### src/rtl/alu_pkg.sv
// Shared definitions for the ALU command sequencer, the ALU and its benches.
// Holds the 4-bit opcode values and the 2-bit sequencer FSM state encoding.
// No ports; import with "import alu_pkg::*;".
package alu_pkg;

    // ALU opcodes. OP_ZERO forces the ALU result to zero and is the idle opcode.
    localparam logic [3:0] OP_SUB  = 4'h0;
    localparam logic [3:0] OP_ADD  = 4'h1;
    localparam logic [3:0] OP_AND  = 4'h2;
    localparam logic [3:0] OP_OR   = 4'h3;
    localparam logic [3:0] OP_XOR  = 4'h4;
    localparam logic [3:0] OP_ZERO = 4'hf;

    // Sequencer FSM states.
    typedef enum logic [1:0] {
        ST_IDLE  = 2'd0,
        ST_ISSUE = 2'd1,
        ST_WAIT  = 2'd2,
        ST_RESP  = 2'd3
    } seq_state_t;

endpackage

### src/rtl/alu_regfile.sv
// Register file for the ALU command sequencer: 2**REG_AW entries of DATA_WIDTH bits.
// Ports: clk/rst (sync, active-high, clears all entries); rd_a/rd_b/dbg combinational
// read ports; host write port (host_*) and write-back port (wb_*); write-back wins on address clash.
module alu_regfile #(
    parameter int DATA_WIDTH = 32,
    parameter int REG_AW     = 2
) (
    input  logic                  clk,
    input  logic                  rst,
    input  logic [REG_AW-1:0]     rd_a_addr,
    output logic [DATA_WIDTH-1:0] rd_a_data,
    input  logic [REG_AW-1:0]     rd_b_addr,
    output logic [DATA_WIDTH-1:0] rd_b_data,
    input  logic [REG_AW-1:0]     dbg_addr,
    output logic [DATA_WIDTH-1:0] dbg_data,
    input  logic                  host_en,
    input  logic [REG_AW-1:0]     host_addr,
    input  logic [DATA_WIDTH-1:0] host_data,
    input  logic                  wb_en,
    input  logic [REG_AW-1:0]     wb_addr,
    input  logic [DATA_WIDTH-1:0] wb_data
);

    localparam int DEPTH = 2 ** REG_AW;

    logic [DATA_WIDTH-1:0] mem [DEPTH];

    // Reads are combinational from the stored array, so a write on the same edge
    // is only visible from the following cycle (read-before-write).
    assign rd_a_data = mem[rd_a_addr];
    assign rd_b_data = mem[rd_b_addr];
    assign dbg_data  = mem[dbg_addr];

    always_ff @(posedge clk) begin
        if (rst) begin
            for (int i = 0; i < DEPTH; i++) begin
                mem[i] <= '0;
            end
        end else begin
            if (host_en) begin
                mem[host_addr] <= host_data;
            end
            // Later non-blocking assignment takes effect: write-back beats host write.
            if (wb_en) begin
                mem[wb_addr] <= wb_data;
            end
        end
    end

endmodule

### src/rtl/alu_cmd_seq.sv
// Command sequencer in front of a registered ALU: accepts {op, src_a, src_b, dst} on a
// valid/ready handshake, reads operands from the local register file, drives the ALU,
// captures R/flag after ALU_LAT clocks, writes R back to regfile[dst] and returns {R, flag}.
// Ports: clk, rst (sync active-high); cmd_* command handshake; wr_* host preload;
// dbg_addr/dbg_data combinational regfile peek; alu_a/alu_b/alu_op to ALU, alu_r/alu_flag
// from ALU; res_* result handshake. One command in flight, ALU_LAT+3 cycles per command.
// Optional macro ALU_CMD_SEQ_STICKY_FLAG_EN adds flag_sticky (out) and flag_clr (in).
module alu_cmd_seq
    import alu_pkg::*;
#(
    parameter int DATA_WIDTH = 32,
    parameter int REG_AW     = 2,
    parameter int ALU_LAT    = 1
) (
    input  logic                  clk,
    input  logic                  rst,
    input  logic                  cmd_valid,
    output logic                  cmd_ready,
    input  logic [3:0]            cmd_op,
    input  logic [REG_AW-1:0]     cmd_src_a,
    input  logic [REG_AW-1:0]     cmd_src_b,
    input  logic [REG_AW-1:0]     cmd_dst,
    input  logic                  wr_en,
    input  logic [REG_AW-1:0]     wr_addr,
    input  logic [DATA_WIDTH-1:0] wr_data,
    input  logic [REG_AW-1:0]     dbg_addr,
    output logic [DATA_WIDTH-1:0] dbg_data,
    output logic [DATA_WIDTH-1:0] alu_a,
    output logic [DATA_WIDTH-1:0] alu_b,
    output logic [3:0]            alu_op,
    input  logic [DATA_WIDTH-1:0] alu_r,
    input  logic                  alu_flag,
`ifdef ALU_CMD_SEQ_STICKY_FLAG_EN
    output logic                  flag_sticky,
    input  logic                  flag_clr,
`endif
    output logic                  res_valid,
    input  logic                  res_ready,
    output logic [DATA_WIDTH-1:0] res_data,
    output logic                  res_flag
);

    // Counter only needs to hold ALU_LAT-1; keep at least one bit.
    localparam int CNT_W = (ALU_LAT > 1) ? $clog2(ALU_LAT) : 1;

    seq_state_t              state;
    logic [CNT_W-1:0]        cnt;
    logic [REG_AW-1:0]       dst_q;
    logic [DATA_WIDTH-1:0]   rd_a_data;
    logic [DATA_WIDTH-1:0]   rd_b_data;
    logic                    capture;

    // Result capture and write-back happen on the same edge: last WAIT cycle.
    assign capture = (state == ST_WAIT) && (cnt == '0);

    alu_regfile #(
        .DATA_WIDTH (DATA_WIDTH),
        .REG_AW     (REG_AW)
    ) u_regfile (
        .clk        (clk),
        .rst        (rst),
        .rd_a_addr  (cmd_src_a),
        .rd_a_data  (rd_a_data),
        .rd_b_addr  (cmd_src_b),
        .rd_b_data  (rd_b_data),
        .dbg_addr   (dbg_addr),
        .dbg_data   (dbg_data),
        .host_en    (wr_en),
        .host_addr  (wr_addr),
        .host_data  (wr_data),
        .wb_en      (capture),
        .wb_addr    (dst_q),
        .wb_data    (alu_r)
    );

    always_ff @(posedge clk) begin
        if (rst) begin
            state     <= ST_IDLE;
            cnt       <= '0;
            dst_q     <= '0;
            cmd_ready <= 1'b1;
            alu_a     <= '0;
            alu_b     <= '0;
            alu_op    <= OP_ZERO;
            res_valid <= 1'b0;
            res_data  <= '0;
            res_flag  <= 1'b0;
        end else begin
            case (state)
                ST_IDLE: begin
                    if (cmd_valid) begin
                        alu_a     <= rd_a_data;
                        alu_b     <= rd_b_data;
                        alu_op    <= cmd_op;
                        dst_q     <= cmd_dst;
                        cmd_ready <= 1'b0;
                        state     <= ST_ISSUE;
                    end
                end
                ST_ISSUE: begin
                    // ALU inputs were applied at the IDLE->ISSUE edge; WAIT lasts
                    // ALU_LAT cycles so R is sampled ALU_LAT+1 edges after that.
                    cnt   <= CNT_W'(ALU_LAT - 1);
                    state <= ST_WAIT;
                end
                ST_WAIT: begin
                    if (cnt == '0) begin
                        res_data  <= alu_r;
                        res_flag  <= alu_flag;
                        res_valid <= 1'b1;
                        state     <= ST_RESP;
                    end else begin
                        cnt <= cnt - CNT_W'(1);
                    end
                end
                ST_RESP: begin
                    if (res_ready) begin
                        res_valid <= 1'b0;
                        cmd_ready <= 1'b1;
                        state     <= ST_IDLE;
                    end
                end
                default: begin
                    state     <= ST_IDLE;
                    cmd_ready <= 1'b1;
                    res_valid <= 1'b0;
                end
            endcase
        end
    end

`ifdef ALU_CMD_SEQ_STICKY_FLAG_EN
    // A captured flag sets the sticky bit even when a clear arrives in the same cycle.
    always_ff @(posedge clk) begin
        if (rst) begin
            flag_sticky <= 1'b0;
        end else if (capture && alu_flag) begin
            flag_sticky <= 1'b1;
        end else if (flag_clr) begin
            flag_sticky <= 1'b0;
        end
    end
`endif

endmodule
### config.mk
export PLATFORM = sky130hd
export DESIGN_NAME = alu_cmd_seq
export DESIGN_NICKNAME = d
export VERILOG_FILES = /design/src/rtl/alu_pkg.sv /design/src/rtl/alu_regfile.sv /design/src/rtl/alu_cmd_seq.sv
export SDC_FILE = /design/constraint.sdc
export NUM_CORES = 1
export LEC_CHECK = 0
export CELL_PAD_IN_SITES_DETAIL_PLACEMENT = 1
export CELL_PAD_IN_SITES_GLOBAL_PLACEMENT = 2
export CORE_MARGIN = 2
export CORE_UTILIZATION = 25
export DETAILED_ROUTE_END_ITERATION = 10
export PLACE_DENSITY = 0.6
export SETUP_SLACK_MARGIN = 0.15
export SKIP_LAST_GASP = 1
export SLEW_MARGIN = 5
export SYNTH_ARGS = -nofsm -noshare
export SYNTH_HDL_FRONTEND = slang
export SYNTH_SLANG_ARGS = --single-unit
### constraint.sdc
create_clock -name clk -period 2.35 [get_ports clk]
set_input_delay 0.47 -clock clk [delete_from_list [all_inputs] [get_ports clk]]
set_output_delay 0.47 -clock clk [all_outputs]
set_load 0.02 [all_outputs]
==> reports/summary.txt, run 1 <==
Number of DRC markers in iteration 0 -> 474
Fin. Hold Viols -> 0
Largest net degree at the start of global routing -> 65
CTS Buf Count -> 29
CP startpoint kind -> flop
Max_slew headroom -> 0.5914
Vias in the first global route -> 9553
CP Class -> flop to output pin
Starting Density -> 0.2529
Worst path top cell family by delay -> multiplexers
Crit path buffers/inverters -> 1
Proportion of layout cells with a drive suffix above 1 -> 0.2265
Placer Congestion -> 0.7416
Final hold slack -> 0.4654 ns
Synth Area in XOR/XNOR -> 0
Most common flop cell mapped by yosys -> edfxtp_1
TritonRoute pass-1 iters -> 5
Status -> finished clean
Pwr dens -> 864.7 nW/µm²
CTS tree -> built
Adder-cell share of the synthesized area -> 0.003270
WP data required -> 1.88 ns
Cell row count -> 78
Largest family of logic cells by synthesized area -> multiplexers
CP max-delay cell -> mux4_2
Post-route insts no fill -> 1785
Cells after Synth -> 917
Hold_buf cts -> 0
Die W -> 218.3 µm
Synth Warn # -> 0
Slew Limit Fails -> 0
Final global-route overflow total -> 0
WL final -> 43.18 mm
Residual DRC -> 0
Die H -> 218.3 µm
Mean Syn Cell Area -> 12.52 µm²
GRT Total Usage -> 0.1786
Crit-path cells -> mux4_2 > buf_6
Synth async-reset ratio -> 0
First-pass GRT wire length -> 63.42 mm
Crit path max fanout -> 3
Worst setup EP type -> output pin
Sequential share of the synthesized area -> 0.5215
Htree depth -> 1
Routed Antenna Nets -> 0
Capturing point of the worst reg2reg path -> u_regfile.mem[2][27]
Core area -> 45380 µm²
Clk buf depth -> 3
Final TNS setup -> 0 ns
Static Leak -> 5.824 nW
Maximum vdd ir drop -> 0.4924 mV
Skew-Pair Late Insertion Delay -> 0.57 ns
Setup violations, final -> 0
EDFF count, synth -> 128
Initial antenna violation count -> 4
Synth-to-layout area growth -> 36.08%
Hold Crit Class -> flop to flop
Fin crit period -> 2.172 ns
Cell Area, Synth -> 11480 µm²
Synth Net Count -> 1004
Vias post-DR -> 8826
Clock root buffer -> clkbuf_16
Hold Path Stages -> 1
Max-cap violations -> 0
Placed cell count -> 1697
Critical Path Max Stage Delay -> 0.52 ns
Register bit total from synthesis -> 235
Worst slew pin tran -> 0.6130 ns
Crit path DAT -> 1.70 ns
Wire per inst -> 24.19 µm
Simple-gate share of the synthesized area -> 0.07369
Num ports -> 219
Mux cell area share after synthesis -> 0.2102
R2r startpoint -> state[0]
I/O Buffers -> 218
Min-delay src -> alu_op[0]
Library cells used by synthesis -> 36
Layout net count -> 1247
F_max -> 460.4 MHz
Routed vias/inst -> 4.945
Clk pin slew, worst setup/hold paths -> 0.06 ns
Reg2reg setup slack -> 0.43 ns
Die ar. -> 47640 µm²
Max Clock Skew -> 0.01355 ns
Hpwl dp -> 27.75 mm
Synth Area in Compound Gates -> 0.1560
Hold EP -> alu_op[0]
Reg2reg path depth -> 6
Period utilization -> 0.9243
CTS sink count -> 235
Unrepaired setup endpoints after global routing -> yes
## worst max-delay path by stage
stage / start / slack (ns) / to / cells after the start
CTS: u_regfile.mem[3][12] / 0.13 / dbg_data[12] / 2
global route: u_regfile.mem[2][12] / 0.14 / dbg_data[12] / 2
finish: u_regfile.mem[3][31] / 0.18 / dbg_data[31] / 2
detailed placement: dbg_addr[0] / -0.1 / dbg_data[0] / 4
floorplan: dbg_addr[0] / 0.29 / dbg_data[10] / 3
global placement: dbg_addr[0] / -0.08 / dbg_data[1] / 4
## sequential cells by signal (all words and copies together), names as in the netlist
signal / count
alu_a: 32
alu_b: 32
alu_op: 4
cmd_ready: 1
dst_q: 2
res_data: 32
res_flag: 1
res_valid: 1
state: 2
u_regfile.mem: 128
## power by group
group / internal [mW] / switching (mW) / leakage, nW
sequential: 4.97 / 0.423 / 2.20
combinational: 1.75 / 1.99 / 3.19
clock: 2.50 / 1.87 / 0.440
total: 9.23 / 4.28 / 5.82
## worst reg2reg max path, delay by kind of cell (launching register included)
| kind | cells | cell delay (ns) |
|---|---|---|
| AND/OR/NAND/NOR | 2 | 0.61 |
| buffers and inverters | 2 | 0.43 |
| flip-flops | 1 | 0.37 |
| adder cells (fa/ha/maj) | 1 | 0.19 |
| AO/OA/AOI/OAI | 1 | 0.19 |
## layout make-up
class | count | area (µm²)
antenna | 2 | 5.005
clock buffer | 41 | 810.8
inverter | 4 | 15.01
timing repair buffer | 294 | 2811
sequential | 235 | 5986
clock inverter | 13 | 93.84
fill | 4863 | 29760
tap | 600 | 750.7
multi-input combinational | 596 | 5147
## cell usage after synthesis (3+ instances only)
master    instances  area (µm²)
and3_1            4       25.02
mux2i_1          97       970.9
mux4_2           32       720.7
nor2_1           98       367.9
a22o_1           96       840.8
a311o_1           4       40.04
edfxtp_1        128        3844
a21oi_1           7       35.03
clkbuf_1         30       112.6
nand3_1           3       15.01
ha_1              3       37.54
dfxtp_1         107        2142
nand2b_1          3       18.77
buf_6             4       45.04
buf_2            40       200.2
a211o_1           4       35.03
nor4_4            3       63.81
buf_1             7       26.28
o21ai_0          32       160.2
mux2_2           64       720.7
nand2_1          67       251.5
inv_1             4       15.01
a221o_1          64       640.6
## repair_timing
item | in CTS | in global routing
setup endpoints to repair | 31 | 4
gates resized for setup | 125 | 6
setup buffers | 27 | 5
gates cloned | 0 | 0
## cell usage in the layout (no fill, tap or decap), types with 2 or more instances in the layout
cell,count
nand2b_1,3
clkbuf_8,4
clkinvlp_4,2
mux4_2,32
mux2i_1,97
nand2_1,67
clkinv_1,4
buf_2,29
a221o_1,64
nand3_1,3
inv_1,4
clkdlybuf4s50_1,181
dfxtp_1,107
buf_12,17
ha_1,2
nand4b_1,2
buf_6,3
mux2_2,64
clkbuf_1,8
a311o_2,4
o21bai_1,2
a211o_1,4
a21oi_1,7
a22o_1,96
clkbuf_16,29
o21ai_0,32
nor2_1,98
and3_1,4
clkinv_2,5
buf_4,64
diode_2,2
edfxtp_1,128
nor3_2,2
nor4_4,3
## through the flow
| stage | total power [mW] | setup WS (ns) | util | instance area, µm² |
|---|---|---|---|---|
| floorplan | 7.369 | 0.2860 | - | 11480 |
| global placement | 9.218 | -0.08341 | 0.3219 | 14610 |
| detailed placement | 9.251 | -0.09990 | 0.3219 | 14610 |
| CTS | 13.66 | 0.1279 | 0.3428 | 15560 |
| global route | 14.11 | 0.1426 | 0.3441 | 15620 |
| finish | 13.51 | 0.1778 | 0.3442 | 15620 |
## metal layers
metal,share of wire,track usage,wire length [µm],vias to the layer above
li1,-,-,-,4062
met1,0.44,0.2274,19090,4507
met2,0.49,0.3091,21130,206
met4,0.019,0.05079,830,2
met3,0.049,0.03159,2112,49
met5,0.00030,0,13,-
## cell families (layout without fill, tap and decap cells)
logic type,count (synthesis),count (layout)
other,0,2
buffers and inverters,86,352
adders and majority gates,3,3
and+or+nand+nor,188,188
DFF,235,235
muxes,193,193
AOI/OAI and AO/OA,212,212
No activity file was read; power rests on OpenSTA's default activity.
==> run 2: changes to the inputs <==
--- a/config.mk
+++ b/config.mk
@@ -5,15 +5,17 @@
 export SDC_FILE = /design/constraint.sdc
 export NUM_CORES = 1
 export LEC_CHECK = 0
+export ABC_AREA = 1
 export CELL_PAD_IN_SITES_DETAIL_PLACEMENT = 1
 export CELL_PAD_IN_SITES_GLOBAL_PLACEMENT = 2
 export CORE_MARGIN = 2
 export CORE_UTILIZATION = 25
 export DETAILED_ROUTE_END_ITERATION = 10
-export PLACE_DENSITY = 0.6
+export PLACE_DENSITY = 0.68
 export SETUP_SLACK_MARGIN = 0.15
 export SKIP_LAST_GASP = 1
 export SLEW_MARGIN = 5
 export SYNTH_ARGS = -nofsm -noshare
 export SYNTH_HDL_FRONTEND = slang
+export SYNTH_HIERARCHICAL = 1
 export SYNTH_SLANG_ARGS = --single-unit
==> run 2 against run 1 <==
Fmax is 1.3% lower. Sequential share of layout area is 3.0 points lower. Final cell count is 45% higher. First-iteration DRC count is 100% higher. Setup slack worse by 0.029 ns. Wire length is 35% higher. Hold slack better by 0.0014 ns. Critical path type unchanged. Critical endpoint is now dbg_data[4]. Highest routed layer unchanged.
==> reports/summary.txt, run 2 <==
Status -> finished clean
F_max -> 454.3 MHz
Static Leak -> 6.758 nW
Unrepaired setup endpoints after global routing -> yes
Slew Limit Fails -> 0
Largest net degree at the start of global routing -> 45
Fin. Hold Viols -> 0
Synth-to-layout area growth -> 36.68%
Worst setup EP type -> output pin
Max_slew headroom -> 0.2894
Hold Path Stages -> 3
Num ports -> 219
Die H -> 226.6 µm
Hold_buf cts -> 0
Sw Pwr -> 5.576 mW
Crit path buffers/inverters -> 1
Post-synth top area share -> 0.3103
Reg2reg path depth -> 8
Seq pwr share -> 0.369
Cell row count -> 81
Clk pwr share -> 0.297
Htree depth -> 1
Top post-synthesis cells by area -> edfxtp_1, dfxtp_1, nor2_1, o21ai_0, nand2_1
EDFF count, synth -> 128
Worst path top cell family by delay -> flip-flops
Crit path DAT -> 1.73 ns
Wl on met1 -> 26.62 mm
Layout net count -> 1988
Capturing point of the worst reg2reg path -> u_regfile/mem[2][2]
Hold EP -> alu_op[1]
Most common flop cell mapped by yosys -> edfxtp_1
Register area -> 5986 µm²
TritonRoute pass-1 iters -> 5
Residual DRC -> 0
Max-cap violations -> 0
Crit path max fanout -> 3
Routed vias/inst -> 5.095
Fin crit period -> 2.201 ns
Synth Net Count -> 1765
Net Sw Frac -> 0.3619
Cell Area, Synth -> 12390 µm²
Proportion of layout cells with a drive suffix above 1 -> 0.09870
Max Clock Skew -> 0.01453 ns
Routed Antenna Nets -> 0
Most frequent cells in the layout -> nor2_1, nand2_1, o21ai_0, clkdlybuf4s50_1, edfxtp_1
Clk pin slew, worst setup/hold paths -> 0.06 ns
Final WS setup -> 0.1490 ns
CP startpoint kind -> flop
Starting Density -> 0.2531
Clock root buffer -> clkbuf_16
Core area -> 48950 µm²
Max reg flops -> 128
First-pass GRT wire length -> 85.40 mm
Combinational share of power -> 0.334
Most frequent cell after synthesis -> nor2_1
Initial antenna violation count -> 1
Final Core Density -> 0.3459
Crit-path cells -> o21ai_0 > o22ai_1 > dlygate4sd2_1
Pwr dens -> 910.1 nW/µm²
Period utilization -> 0.9366
Top Metal Used -> met5
Clk buf depth -> 3
Number of DRC markers in iteration 0 -> 959
Final TNS setup -> 0 ns
Post-Place Setup Slack -> -0.5510 ns
Register bit total from synthesis -> 235
Vias in the first global route -> 13.29k
WL met2 -> 26.50 mm
Hold Crit Class -> input port to flop
GRT Total Usage -> 0.2232
Area leader, netlist -> edfxtp_1
Placer Congestion -> 0.9189
Most flops, register -> u_regfile/mem
Sequential share of the synthesized area -> 0.4832
Setup violations, final -> 0
Critical path depth -> 3
Hpwl dp -> 42.03 mm
WL final -> 58.25 mm
Internal -> 9.834 mW
WP data required -> 1.88 ns
Cells after Synth -> 1677
Skew-Pair Late Insertion Delay -> 0.58 ns
Multi-input gate area -> 5749 µm²
I/O Buffers -> 218
Commonest non-fill, non-tap cell in the layout -> nor2_1
CTS tree -> built
CTS Buf Count -> 31
Library cells used by synthesis -> 24
Final global-route overflow total -> 0
Fillers -> 5834
Maximum vdd ir drop -> 0.4234 mV
R2r startpoint -> state[0]
Mean Syn Cell Area -> 7.387 µm²
Min-delay src -> cmd_op[1]
Vias post-DR -> 13.20k
Final hold slack -> 0.4668 ns
Synth async-reset ratio -> 0
Met3 routed WL -> 3.024 mm
Die W -> 226.6 µm
CP max-delay cell -> edfxtp_1
Die ar. -> 51350 µm²
Synth Warn # -> 6
Wire per inst -> 22.49 µm
Top post-synthesis cells by count -> nor2_1, nand2_1, o21ai_0
Worst slew pin tran -> 1.063 ns
CTS sink count -> 235
Critical Path Max Stage Delay -> 0.47 ns
CP Class -> flop to output pin
Reg2reg setup slack -> 0.46 ns
run 2: timing repair:
item	in CTS	in global routing
setup endpoints to repair	32	23
resized for setup	43	16
buffers inserted	3	4
pin swaps	0	1
run 2: how the worst max path moves through the flow:
stage | from | to | slack (ns)
final | u_regfile/mem[1][4] | dbg_data[4] | 0.15
after detailed placement | dbg_addr[1] | dbg_data[27] | -0.55
after floorplan | wr_en | u_regfile/mem[0][0] | 0.28
after global placement | dbg_addr[1] | dbg_data[16] | -0.55
after CTS | u_regfile/mem[2][5] | dbg_data[5] | 0.15
after global routing | u_regfile/mem[1][5] | dbg_data[5] | 0.10
run 2: routing by layer:
metal / GRT usage / vias to the layer above
li1: - / 6140
met4: 0.08234 / 2
met5: 0 / -
met2: 0.3615 / 430
met3: 0.02890 / 104
met1: 0.3037 / 6521
run 2: worst register-to-register path: stages, from the launching register on:
cell,delay [ns]
dfxtp_1,0.34
inv_1,0.09
ha_2,0.30
inv_1,0.11
nor2_4,0.18
nand2_1,0.16
buf_4,0.28
nand3_1,0.12
nand2_1,0.07
run 2: kinds of logic after synthesis:
family,synth area share
AO/OA/AOI/OAI,0.1945
flip-flops,0.4832
AND/OR/NAND/NOR,0.2590
buffers and inverters,0.05929
adder cells (fa/ha/maj),0.004040
run 2: stage by stage:
stage	instance area [µm²]	power [mW]	std cells
5_1_grt	16930	16.22	2589
3_3_place_gp	15920	10.90	2524
2_1_floorplan	12400	8.228	1677
6_report	16930	15.41	2590
4_1_cts	16910	15.64	2585
3_5_place_dp	15920	10.99	2524
run 2: power by group through the flow:
stage | clock network (mW) | logic, mW | registers (mW)
final | 4.57 | 5.15 | 5.69
after CTS | 4.74 | 5.21 | 5.70
after detailed placement | 0 | 5.21 | 5.78
after floorplan | 0 | 2.02 | 6.21
after global placement | 0 | 5.13 | 5.77
after global routing | 4.88 | 5.57 | 5.78
run 2: area by class of cell:
cell class / count / share of cell area
clock buffer: 40 / 0.04840
multi-input combinational: 1286 / 0.3395
clock inverter: 18 / 0.008350
timing repair buffer: 324 / 0.1956
antenna: 1 / 0.0001478
inverter: 22 / 0.005394
sequential: 235 / 0.3535
tap: 664 / 0.04907
